**config.mk**
```make
export PLATFORM = sky130hd
export DESIGN_NAME = frame_minmax_scanner
export DESIGN_NICKNAME = d
export VERILOG_FILES = /design/src/rtl/frame_minmax_scanner.sv
export SDC_FILE = /design/constraint.sdc
export NUM_CORES = 1
export LEC_CHECK = 0
export ABC_AREA = 1
export CAP_MARGIN = 30
export CORE_ASPECT_RATIO = 0.9
export CORE_UTILIZATION = 30
export CTS_CLUSTER_DIAMETER = 150
export DETAILED_ROUTE_END_ITERATION = 6
export SLEW_MARGIN = 20
export SYNTH_ARGS = -nofsm -noshare
export SYNTH_HDL_FRONTEND = slang
export SYNTH_SLANG_ARGS = --single-unit
```
**constraint.sdc**
```tcl
create_clock -name i_clk -period 4.9 [get_ports i_clk]
set_clock_uncertainty 0.2 [all_clocks]
set_input_delay 0.49 -clock i_clk [delete_from_list [all_inputs] [get_ports i_clk]]
set_output_delay 0.49 -clock i_clk [all_outputs]
set_load 0.05 [all_outputs]
```
**src/rtl/frame_minmax_scanner.sv**
```systemverilog
// frame_minmax_scanner
//   Walks every pixel of a frame held in the frame buffer through a read port,
//   tracks the signed minimum and maximum, and hands the normalizer a minimum
//   and a conditioned range (max - min) together with a one-cycle done pulse.
//
// Ports
//   i_clk       clock
//   i_rst       synchronous active-high reset
//   i_start     scan request, only honoured while idle
//   o_busy      scan in progress
//   o_rd_valid  frame-buffer read request qualifier
//   o_rd_addr   frame-buffer read address
//   i_rd_data   signed pixel, arrives RD_LATENCY cycles after its request
//   o_min       signed minimum of the last completed scan
//   o_range     max - min of the last completed scan (saturated, never zero)
//   o_done      one-cycle pulse when o_min/o_range are updated
module frame_minmax_scanner #(
  parameter  int DATAW      = 16,
  parameter  int MAX_ADDR   = 768,
  parameter  int RD_LATENCY = 1,
  localparam int ADDRW      = $clog2(MAX_ADDR)
) (
  input  logic                    i_clk,
  input  logic                    i_rst,
  input  logic                    i_start,
  output logic                    o_busy,
  output logic                    o_rd_valid,
  output logic [ADDRW-1:0]        o_rd_addr,
  input  logic signed [DATAW-1:0] i_rd_data,
  output logic signed [DATAW-1:0] o_min,
  output logic signed [DATAW-1:0] o_range,
  output logic                    o_done
);

  typedef enum logic [1:0] {IDLE, SCAN, DRAIN, FINISH} state_t;

  localparam logic signed [DATAW-1:0] POS_MAX   = {1'b0, {(DATAW-1){1'b1}}};
  localparam logic signed [DATAW-1:0] NEG_MAX   = {1'b1, {(DATAW-1){1'b0}}};
  localparam logic signed [DATAW:0]   DIFF_SAT  = {2'b00, {(DATAW-1){1'b1}}};
  localparam logic signed [DATAW-1:0] ONE       = {{(DATAW-1){1'b0}}, 1'b1};
  localparam logic [ADDRW-1:0]        LAST_ADDR = ADDRW'(MAX_ADDR - 1);

  state_t                  state;
  logic [RD_LATENCY-1:0]   valid_pipe;
  logic signed [DATAW-1:0] run_min;
  logic signed [DATAW-1:0] run_max;
  logic signed [DATAW:0]   diff;
  logic signed [DATAW-1:0] range_next;
  logic                    sample_valid;

  // The oldest stage of the valid pipe lines up with the data returning now.
  assign sample_valid = valid_pipe[RD_LATENCY-1];

  // One extra bit keeps max - min exact for any pair of signed pixels.
  assign diff = {run_max[DATAW-1], run_max} - {run_min[DATAW-1], run_min};

  // Clamp the range to the positive output width, and never hand the
  // downstream divider a zero for a flat frame.
  always_comb begin
    range_next = diff[DATAW-1:0];
    if (diff > DIFF_SAT) begin
      range_next = POS_MAX;
    end else if (diff == '0) begin
      range_next = ONE;
    end
  end

  // Scan sequencer. Running min/max start at the opposite extremes so the first
  // returned sample always replaces both. DRAIN leaves only after the valid
  // pipe is completely empty, so the last sample is already folded in when the
  // results are registered.
  always_ff @(posedge i_clk) begin
    if (i_rst) begin
      state      <= IDLE;
      valid_pipe <= '0;
      run_min    <= '0;
      run_max    <= '0;
      o_busy     <= 1'b0;
      o_rd_valid <= 1'b0;
      o_rd_addr  <= '0;
      o_min      <= '0;
      o_range    <= '0;
      o_done     <= 1'b0;
    end else begin
      valid_pipe <= RD_LATENCY'({valid_pipe, o_rd_valid});
      o_done     <= 1'b0;

      if (sample_valid) begin
        if (i_rd_data < run_min) run_min <= i_rd_data;
        if (i_rd_data > run_max) run_max <= i_rd_data;
      end

      case (state)
        IDLE: begin
          if (i_start) begin
            state      <= SCAN;
            o_busy     <= 1'b1;
            o_rd_valid <= 1'b1;
            o_rd_addr  <= '0;
            run_min    <= POS_MAX;
            run_max    <= NEG_MAX;
          end
        end
        SCAN: begin
          if (o_rd_addr == LAST_ADDR) begin
            o_rd_valid <= 1'b0;
            state      <= DRAIN;
          end else begin
            o_rd_addr <= o_rd_addr + ADDRW'(1);
          end
        end
        DRAIN: begin
          if (valid_pipe == '0) begin
            o_min   <= run_min;
            o_range <= range_next;
            o_done  <= 1'b1;
            o_busy  <= 1'b0;
            state   <= FINISH;
          end
        end
        FINISH: begin
          state <= IDLE;
        end
        default: begin
          state <= IDLE;
        end
      endcase
    end
  end

endmodule

```
==> results.py <==
metrics = {
    "finish": {
        "drive_gt1_frac": 0.0414,
        "nFillCells": 1752,
        "fin_nets": 888,
        "areaGrowthSynthToFinish_pct": 22.9,
        "n_antenna_cell": 0,
        "fin_area_um2": 6220,
        "layout.cells.most_common": "nand2_1",
        "final_cell_mix": "nand2_1 (191), inv_1 (137), dfxtp_1 (80)",
    },
    "grt": {
        "grt_pass1_vias": 4286,
        "grt_pass1_wl_mm": 21.6,
        "antenna_found_initial": 0,
        "grt_usage": 0.158,
        "grt_max_degree": 48,
        "gr-total-overflow": 0,
    },
    "timing": {
        "slew_violations": 0,
        "timing_worst_slew_pin_value_ns": 0.944,
        "final.setup.tns_ns": 0,
        "max_freq_mhz": 336,
        "setup_viol": 0,
        "period_share": 0.608,
        "hold_viol": 0,
        "period_needed_ns": 2.98,
        "rsz0062_at_grt": "no",
        "maxSlewHeadroom": 0.368,
    },
    "clock_tree": {
        "htree_num_levels": 3,
        "clock-sinks": 80,
        "clk_path_buf_depth": 2,
        "clk_latency_ns": 0.35,
        "cts_buffers": 9,
        "cts_root_buffer": "clkbuf_16",
        "tritoncts": "done",
        "postCtsResizedCells": 0,
        "postCtsSetupRepairBufs": 0,
        "cts_hold_buf": 0,
        "clkTransAtPathRegs_ns": 0.07,
    },
    "synth": {
        "synth_fp_nets": 831,
        "synthAdderAreaFrac": 0.130,
        "synth-simple-area-share": 0.274,
        "synth_compound_gate_area_share": 0.143,
        "synth_top_family_by_area": "simple AND/OR/NAND/NOR gates",
        "netlist_area_um2": 5060,
        "yosys_warnings": 0,
        "avgSynthCellArea_um2": 6.66,
        "yosysSeqAreaShare": 0.317,
        "syn_inst": 760,
        "muxShareOfSynthArea": 0,
        "synth.distinct_cells": 35,
        "ys_seq_elements": 80,
        "synthXorXnorAreaFrac": 0.0104,
    },
    "power": {
        "p_per_area_nw_per_um2": 549,
        "vdd_drop_max_mv": 0.169,
        "p_leak_nw": 2.95,
        "power_w": 0.00342,
    },
    "drt": {
        "wl_per_cell_um": 12.7,
        "ant_nets": 0,
        "detail_route.iter0.violations": 245,
        "drc": 0,
        "routed_via_density": 4.63,
        "vias": 4765,
        "routed_wl_mm": 13.0,
        "first_pass_iters": 7,
    },
    "die": {
        "coreArea_um2": 16300,
        "start_util": 0.311,
        "rows": 44,
        "io_pins": 64,
        "dieWidth_um": 139,
        "die_h_um": 125,
        "die_area_um2": 17400,
    },
    "run_status": {
        "status": "complete, no violations",
    },
    "worst_setup_path": {
        "crit_required_ns": 4.96,
        "crit_end": "run_max[4]$_SDFF_PP0_",
        "worstRegToRegCells": 7,
        "worstPathArrival_ns": 3.04,
        "crit_fanout": 18,
        "cp-start-kind": "register",
        "cp-startpoint": "state[0]$_SDFFE_PP0P_",
        "r2r-start": "state[0]$_SDFFE_PP0P_",
        "r2r-end": "run_max[4]$_SDFF_PP0_",
        "r2r_slack_ns": 1.92,
        "crit_type": "register to register",
        "endpoint_kind": "register",
    },
    "placement": {
        "place.port_buffers": 63,
        "finalWeightedCongestion": 0.830,
        "dp_hpwl_mm": 9.98,
        "placed_area_um2": 5890,
    },
    "hold_path": {
        "min_path_type": "register to register",
    },
    "run": {
        "drv_cap": 0,
    },
}
-- stage by stage --
step	utilization	instances	worst slack, ns	hold slack (ns)
2_1_floorplan	-	760	2.51	0.251
3_3_place_gp	0.362	1013	1.67	0.256
3_5_place_dp	0.362	1013	1.59	0.258
4_1_cts	0.382	1029	1.95	0.269
5_1_grt	0.382	1029	1.59	0.294
6_report	0.382	1029	1.92	0.262
-- cells by family after synthesis --
logic type                 count (synthesis)
AOI/OAI and AO/OA                        130
xor gates and xnor gates                   6
adders and majority gates                 52
buffers and inverters                    164
DFF                                       80
and+or+nand+nor                          328
-- power breakdown --
group	internal [W]	total, W	switching, W	leakage, nW
logic	0.000579	0.00176	0.00118	2.14
clock network	0.000453	0.000749	0.000296	0.158
registers	0.000811	0.000905	0.0000935	0.655
-- routing by layer --
layer  global-route usage  wire length, um  vias to the layer above
li1                     -                -                     2562
met1                0.220             6830                     2107
met2                0.242             5540                       83
met3               0.0287              418                       13
met4               0.0621              243                        0
met5                    0                0                        -
-- critical path, cell delays in order, from the launching register on --
cell and delay [ns]:
dfxtp_1 0.36, inv_1 0.07, ha_1 0.23, nand2_1 0.55, inv_1 0.21, nor2_1 0.76, inv_1 0.22, a211oi_1 0.27
-- state kept, by name, indices dropped and copies added, names as in the netlist --
register      cells
o_min            16
run_max          16
o_done            1
run_min          16
o_busy            1
o_range          16
sample_valid      1
o_rd_addr        10
state             2
o_rd_valid        1
-- final cells by class --
class | instances | area [um2] | area share
Multi-Input combinational cell | 516 | 2830 | 0.455
Timing Repair Buffer | 69 | 676 | 0.109
Tap cell | 207 | 259 | 0.0416
Inverter | 141 | 529 | 0.0851
Clock inverter | 7 | 101 | 0.0163
Sequential cell | 80 | 1600 | 0.258
Clock buffer | 9 | 225 | 0.0362
-- synthesized netlist by cell type (all sizes together) --
| master | instances | area share |
|---|---|---|
| ha | 51 | 0.13 |
| o211ai | 12 | 0.018 |
| nand4 | 19 | 0.023 |
| xnor2 | 3 | 0.0052 |
| o22ai | 1 | 0.0012 |
| a211oi | 5 | 0.0074 |
| nor3 | 11 | 0.012 |
| nand3b | 2 | 0.0030 |
| nor3b | 1 | 0.0015 |
| inv | 140 | 0.10 |
| nor2 | 51 | 0.038 |
| nand2 | 193 | 0.14 |
| or2 | 1 | 0.0012 |
| a31oi | 1 | 0.0012 |
| fa | 1 | 0.0040 |
| dfxtp | 80 | 0.32 |
| o21a | 4 | 0.0059 |
| a21oi | 68 | 0.071 |
| nand3 | 46 | 0.046 |
| buf | 9 | 0.010 |
| clkbuf | 14 | 0.010 |
| clkinv | 1 | 0.00074 |
| nor4 | 3 | 0.0037 |
| xor2 | 3 | 0.0052 |
| and2 | 1 | 0.0012 |
| o21ai | 39 | 0.039 |
-- how the worst min path moves through the flow --
stage / start / endpoint / slack [ns] / cells past startpoint
after floorplan: run_max[0]$_SDFF_PP0_ / run_max[0]$_SDFF_PP0_ / 0.25 / 2
after CTS: o_rd_valid$_SDFFE_PP0P_ / sample_valid$_SDFF_PP0_ / 0.27 / 2
after global routing: o_rd_valid$_SDFFE_PP0P_ / sample_valid$_SDFF_PP0_ / 0.29 / 2
after global placement: o_rd_valid$_SDFFE_PP0P_ / sample_valid$_SDFF_PP0_ / 0.26 / 2
final: o_rd_valid$_SDFFE_PP0P_ / sample_valid$_SDFF_PP0_ / 0.26 / 2
after detailed placement: o_rd_valid$_SDFFE_PP0P_ / sample_valid$_SDFF_PP0_ / 0.26 / 2
Power figures use the tool's default switching activity.
